===== src/rtl/sched_pkg.sv =====
// Shared types and frame layout for the frame scheduler.
// Latency: none (types, constants and one pure function).
// Backpressure: not applicable.
package sched_pkg;

  typedef enum logic [1:0] {
    IDLE   = 2'd0,
    LAUNCH = 2'd1,
    SHIFT  = 2'd2,
    GAP    = 2'd3
  } state_t;

  localparam logic [3:0] BTN_TAG_DEF = 4'hB;
  localparam logic [3:0] HB_TAG_DEF  = 4'h5;

  // Frame layout: tag nibble on top, rolling sequence number below.
  localparam int TAG_MSB = 7;
  localparam int TAG_LSB = 4;
  localparam int SEQ_W   = 4;

  function automatic logic [7:0] make_frame(input logic [3:0] tag,
                                            input logic [SEQ_W-1:0] seq);
    logic [7:0] frame;
    frame                  = 8'h00;
    frame[TAG_MSB:TAG_LSB] = tag;
    frame[SEQ_W-1:0]       = seq;
    return frame;
  endfunction

endpackage


===== src/rtl/btn_debounce.sv =====
// Button conditioner: 2-FF synchroniser, debounce counter, press pulse.
// Latency: press pulses DEBOUNCE_CYCLES+2 cycles after a clean falling edge.
// Backpressure: none; press is a one-cycle pulse that must be consumed.
// Ports: clk, rst (async active-high), bbutton (raw, active-low),
//        press (one-cycle pulse on accepted 1->0 of the debounced level).
module btn_debounce #(
  parameter int DEBOUNCE_CYCLES = 270000
) (
  input  logic clk,
  input  logic rst,
  input  logic bbutton,
  output logic press
);

  localparam int CW = (DEBOUNCE_CYCLES > 1) ? $clog2(DEBOUNCE_CYCLES) : 1;

  logic          sync1;
  logic          sync2;
  logic          stable;
  logic [CW-1:0] cnt;

  always_ff @(posedge clk or posedge rst) begin
    if (rst) begin
      sync1  <= 1'b1;
      sync2  <= 1'b1;
      stable <= 1'b1;
      cnt    <= '0;
      press  <= 1'b0;
    end else begin
      sync1 <= bbutton;
      sync2 <= sync1;
      press <= 1'b0;
      if (sync2 == stable) begin
        // Any bounce back to the accepted level restarts the qualification.
        cnt <= '0;
      end else if (cnt == CW'(DEBOUNCE_CYCLES - 1)) begin
        stable <= sync2;
        cnt    <= '0;
        // Only the accepted press (level going low) is an event.
        press  <= ~sync2;
      end else begin
        cnt <= cnt + 1'b1;
      end
    end
  end

endmodule


===== src/rtl/frame_scheduler.sv =====
// Arbitrates button presses and heartbeat ticks onto one serial transmitter.
// Latency: tx_start rises 2 cycles after a press/tick pulse when idle.
// Backpressure: tx_start holds until tx_busy; events queue as one pending flag
//               per source, a repeat while pending sets sticky overrun.
// Ports: clk, rst (async active-high), bbutton (raw active-low button),
//        tx_busy (transmitter ack/busy), tx_start, tx_data[7:0],
//        sched_active (not IDLE), overrun (sticky).
module frame_scheduler
  import sched_pkg::*;
#(
  parameter int         DEBOUNCE_CYCLES  = 270000,
  parameter int         HEARTBEAT_CYCLES = 27000000,
  parameter int         GAP_CYCLES       = 64,
  parameter logic [3:0] BTN_TAG          = BTN_TAG_DEF,
  parameter logic [3:0] HB_TAG           = HB_TAG_DEF
) (
  input  logic       clk,
  input  logic       rst,
  input  logic       bbutton,
  input  logic       tx_busy,
  output logic       tx_start,
  output logic [7:0] tx_data,
  output logic       sched_active,
  output logic       overrun
);

  localparam int HW = (HEARTBEAT_CYCLES > 1) ? $clog2(HEARTBEAT_CYCLES) : 1;
  localparam int GW = (GAP_CYCLES > 1) ? $clog2(GAP_CYCLES) : 1;

  logic             press;
  logic [HW-1:0]    hb_cnt;
  logic             hb_tick;
  logic             btn_pend;
  logic             hb_pend;
  logic             take_btn;
  logic             take_hb;
  state_t           state;
  logic [SEQ_W-1:0] seq;
  logic [GW-1:0]    gap_cnt;

  btn_debounce #(
    .DEBOUNCE_CYCLES(DEBOUNCE_CYCLES)
  ) u_debounce (
    .clk    (clk),
    .rst    (rst),
    .bbutton(bbutton),
    .press  (press)
  );

  // Free-running heartbeat; tick on the terminal count.
  assign hb_tick = (hb_cnt == HW'(HEARTBEAT_CYCLES - 1));

  always_ff @(posedge clk or posedge rst) begin
    if (rst) begin
      hb_cnt <= '0;
    end else if (hb_tick) begin
      hb_cnt <= '0;
    end else begin
      hb_cnt <= hb_cnt + 1'b1;
    end
  end

  // Fixed priority: button beats heartbeat.
  assign take_btn = (state == IDLE) && btn_pend;
  assign take_hb  = (state == IDLE) && !btn_pend && hb_pend;

  // A new event in the same cycle as the clear keeps the flag set.
  always_ff @(posedge clk or posedge rst) begin
    if (rst) begin
      btn_pend <= 1'b0;
      hb_pend  <= 1'b0;
      overrun  <= 1'b0;
    end else begin
      btn_pend <= press | (btn_pend & ~take_btn);
      hb_pend  <= hb_tick | (hb_pend & ~take_hb);
      if ((press && btn_pend) || (hb_tick && hb_pend)) begin
        overrun <= 1'b1;
      end
    end
  end

  always_ff @(posedge clk or posedge rst) begin
    if (rst) begin
      state        <= IDLE;
      seq          <= '0;
      gap_cnt      <= '0;
      tx_start     <= 1'b0;
      tx_data      <= 8'h00;
      sched_active <= 1'b0;
    end else begin
      case (state)
        IDLE: begin
          if (take_btn || take_hb) begin
            state        <= LAUNCH;
            tx_start     <= 1'b1;
            sched_active <= 1'b1;
            tx_data      <= make_frame(take_btn ? BTN_TAG : HB_TAG, seq);
            seq          <= seq + 1'b1;
          end
        end
        LAUNCH: begin
          // Busy already high on entry counts as the ack.
          if (tx_busy) begin
            state    <= SHIFT;
            tx_start <= 1'b0;
          end
        end
        SHIFT: begin
          if (!tx_busy) begin
            state   <= GAP;
            gap_cnt <= '0;
          end
        end
        GAP: begin
          if (gap_cnt == GW'(GAP_CYCLES - 1)) begin
            state        <= IDLE;
            sched_active <= 1'b0;
          end else begin
            gap_cnt <= gap_cnt + 1'b1;
          end
        end
        default: begin
          state        <= IDLE;
          tx_start     <= 1'b0;
          sched_active <= 1'b0;
        end
      endcase
    end
  end

endmodule


===== config.mk =====
export PLATFORM = sky130hd
export DESIGN_NAME = frame_scheduler
export DESIGN_NICKNAME = d
export VERILOG_FILES = /design/src/rtl/sched_pkg.sv /design/src/rtl/btn_debounce.sv /design/src/rtl/frame_scheduler.sv
export SDC_FILE = /design/constraint.sdc
export NUM_CORES = 1
export LEC_CHECK = 0
export ABC_AREA = 1
export BUFFER_PORTS_ARGS = -buffer_cell sky130_fd_sc_hd__buf_4
export CAP_MARGIN = 5
export CORE_ASPECT_RATIO = 1.25
export CORE_MARGIN = 4
export CORE_UTILIZATION = 62
export CTS_CLUSTER_SIZE = 16
export DETAILED_ROUTE_END_ITERATION = 8
export GPL_ROUTABILITY_DRIVEN = 0
export PLACE_DENSITY_LB_ADDON = 0.05
export SLEW_MARGIN = 10
export SYNTH_ARGS = -nofsm -noshare
export SYNTH_HDL_FRONTEND = slang
export SYNTH_SLANG_ARGS = --single-unit

===== constraint.sdc =====
create_clock -name clk -period 3 [get_ports clk]
set_input_delay 0.75 -clock clk [delete_from_list [all_inputs] [get_ports clk]]
set_output_delay 0.75 -clock clk [all_outputs]
set_load 0.02 [all_outputs]

==> flow_summary.toml <==
[yosys]
synthesis.area_um2 = 3970
syn_inst = 506
ys_ff_latch = 72
syn_area_per_cell_um2 = 7.84
synthSimpleGateAreaFrac_pct = 35.7
synth-compound-area-share_pct = 3.85
synth_warnings = 0
muxShareOfSynthArea_pct = 0
ys_seq_area_share_pct = 45.5
ys_types = 32
synth_fa_ha_area_share_pct = 2.52
synth_top_family_by_area = "simple AND/OR/NAND/NOR gates"
synth-xor-area-share_pct = 5.52
synth.net_count = 518

[die]
io-pin-count = 15
rows = 32
initial_core_util_pct = 64.0
dieHeight_um = 97.5
die_area_um2 = 7750
die_w_um = 79.6
core_um2 = 6210

[clock_tree]
cts_tree = "done"
clk_pin_slew_ps = 70
clock_latency_ps = 340
cts_root_buf = "clkbuf_8"
cts_buffer_depth = 2
htree_levels = 3
cts.sinks = 72
post_cts_resized = 0
post_cts_buffers = 0
ctsHoldBuffers = 0
cts_buffers = 9

[cells_and_area]
fill_cells = 548
nNetsFinal = 539
mostFrequentLayoutCell = "nand2_1"
design_area_um2 = 4320
layout-drive-gt1-share_pct = 14.5
final_core_util_pct = 69.6
antenna_cells = 0
final_cells = 617
area_delta_synth_final_pct = 8.86
final_cell_mix = "nand2_1, nor2_1, dfrtp_1, inv_1, nand3_1"

[setup_path]
worst_setup_path_end_kind = "flop"
start_kind = "flop"
crit_path_max_fanout = 9
cp.arrival_ps = 1900
crit_start = "state[0]$_DFFE_PP0P_"
r2r_slack_ps = 1320
path_class = "reg -> reg"
timing.rr.start = "state[0]$_DFFE_PP0P_"
cp.required_ps = 3220

[timing]
fin_setup_tns_ps = 0
setup_ws_ps = 1320
skew_ps = 7.82
worst_slew_pin_slew_ps = 832
holdWs_ps = 359
drv_slew = 0
fmax_mhz = 596
period_needed_ps = 1680
final-setup-viol-count = 0
max_slew_margin_pct = 44.1
hold_viol = 0
timing.final.crit_share_pct = 56.0
rsz0062_at_grt = "false"

[pwr]
p_sw_mw = 0.398
p_leak_nw = 2.10
finalPower_mw = 1.68
power.share.sequential_pct = 58.2
comb_power_share_pct = 2.1
clkPwrFrac_pct = 39.6
powerDensity_nw_per_um2 = 389
p_int_mw = 1.28
swShare_pct = 23.7
ir_worst_vdd_v = 0.000364

[routing]
drc = 0
dr.pass1.iters = 5
drt_wl_total_mm = 7.42
vias = 3179
wl_per_cell_um = 12.0
routed_via_density = 5.15
ant_nets = 0
drt_iter0_drc = 181

[global_route]
grt_pass1_vias = 3117
antenna_found_initial = 0
grt_pass1_wl_mm = 13.3
overflow = 0
track_usage_pct = 21.4
grt_max_degree = 43

[worst_hold_path]
worstHoldStart = "u_debounce.sync1$_DFF_PP1_"
hp-class = "reg -> reg"

[run]
maxCapViolations = 0

[run_status]
status = "finished clean"

[placed_design]
post-place-ws_ps = 1310
placed_area_um2 = 4150
io_buffers = 14
dp_hpwl_mm = 5.59
dp_cells = 601
## final cells by class
cell class                 count  area (um^2)  area share (%)
clock buffer                   9          124            2.87
clock inverter                 7         46.3            1.07
inverter                      60          225            5.21
multi-input combinational    369         1890            43.7
sequential                    72         1810            41.8
tap                           85          106            2.46
timing repair buffer          15          125            2.90
## routing by layer
layer	GRT usage, %	vias up	wire (um)
li1	-	1617	-
met1	27.5	1492	3270
met2	34.9	64	3750
met3	4.73	6	313
met4	8.07	0	91
met5	0	-	0
## cells by family (layout without fill, tap and decap cells)
| kind of cell | after synthesis | after routing |
|---|---|---|
| compound gates | 29 | 29 |
| xor+xnor | 25 | 25 |
| fa+ha+maj | 8 | 8 |
| buf+inv | 65 | 91 |
| flops | 72 | 72 |
| simple gates | 307 | 307 |
## final timing paths
path / endpoint / depth (start not counted)
worst max-delay path: sched_active$_DFFE_PP0P_ / 9
worst min-delay path: u_debounce.sync2$_DFF_PP1_ / 0
worst max register to register: sched_active$_DFFE_PP0P_ / 9
worst min register to register: u_debounce.sync2$_DFF_PP1_ / 0
max in group asynchronous: u_debounce.sync1$_DFF_PP1_ / 3
min in group asynchronous: tx_data[1]$_DFFE_PP0P_ / 2
## worst max-delay path, stage by stage (launching register included)
cell	delay, ps
dfrtp_1	420
inv_1	90
ha_1	270
nand2_1	150
nand2_4	130
inv_2	80
nand2_1	80
o21ai_0	110
o21ai_0	150
o21ai_1	80
## state kept, by name, indices dropped and copies added (netlist names), 2 cells and up
signal	flops
gap_cnt	6
hb_cnt	25
seq	4
state	2
tx_data	7
u_debounce.cnt	19
## cell usage after synthesis (all sizes together)
master / number / area share, %
o22ai: 1 / 0.16
xnor2: 7 / 1.5
nand3: 35 / 4.5
nand3b: 2 / 0.69
nor2: 104 / 12
or2: 6 / 0.95
dfrtp: 69 / 44
buf: 5 / 1.3
nor3: 5 / 0.91
o21ai: 20 / 2.6
nand2: 143 / 14
o21bai: 1 / 0.19
nand4: 11 / 2.1
and2: 1 / 0.16
dfstp: 3 / 2.0
ha: 8 / 2.5
a21oi: 7 / 0.88
inv: 60 / 5.7
xor2: 18 / 4.0
## power groups by stage
stage	sequential (mW)	clock, mW	combinational (mW)
finish	0.979	0.666	0.0360
global route	0.979	0.727	0.0433
CTS	0.979	0.687	0.0384
detailed placement	0.998	0	0.0382
global placement	0.998	0	0.0378
floorplan	0.997	0	0.0239
Note: power is estimated with default switching activity, not from simulation.
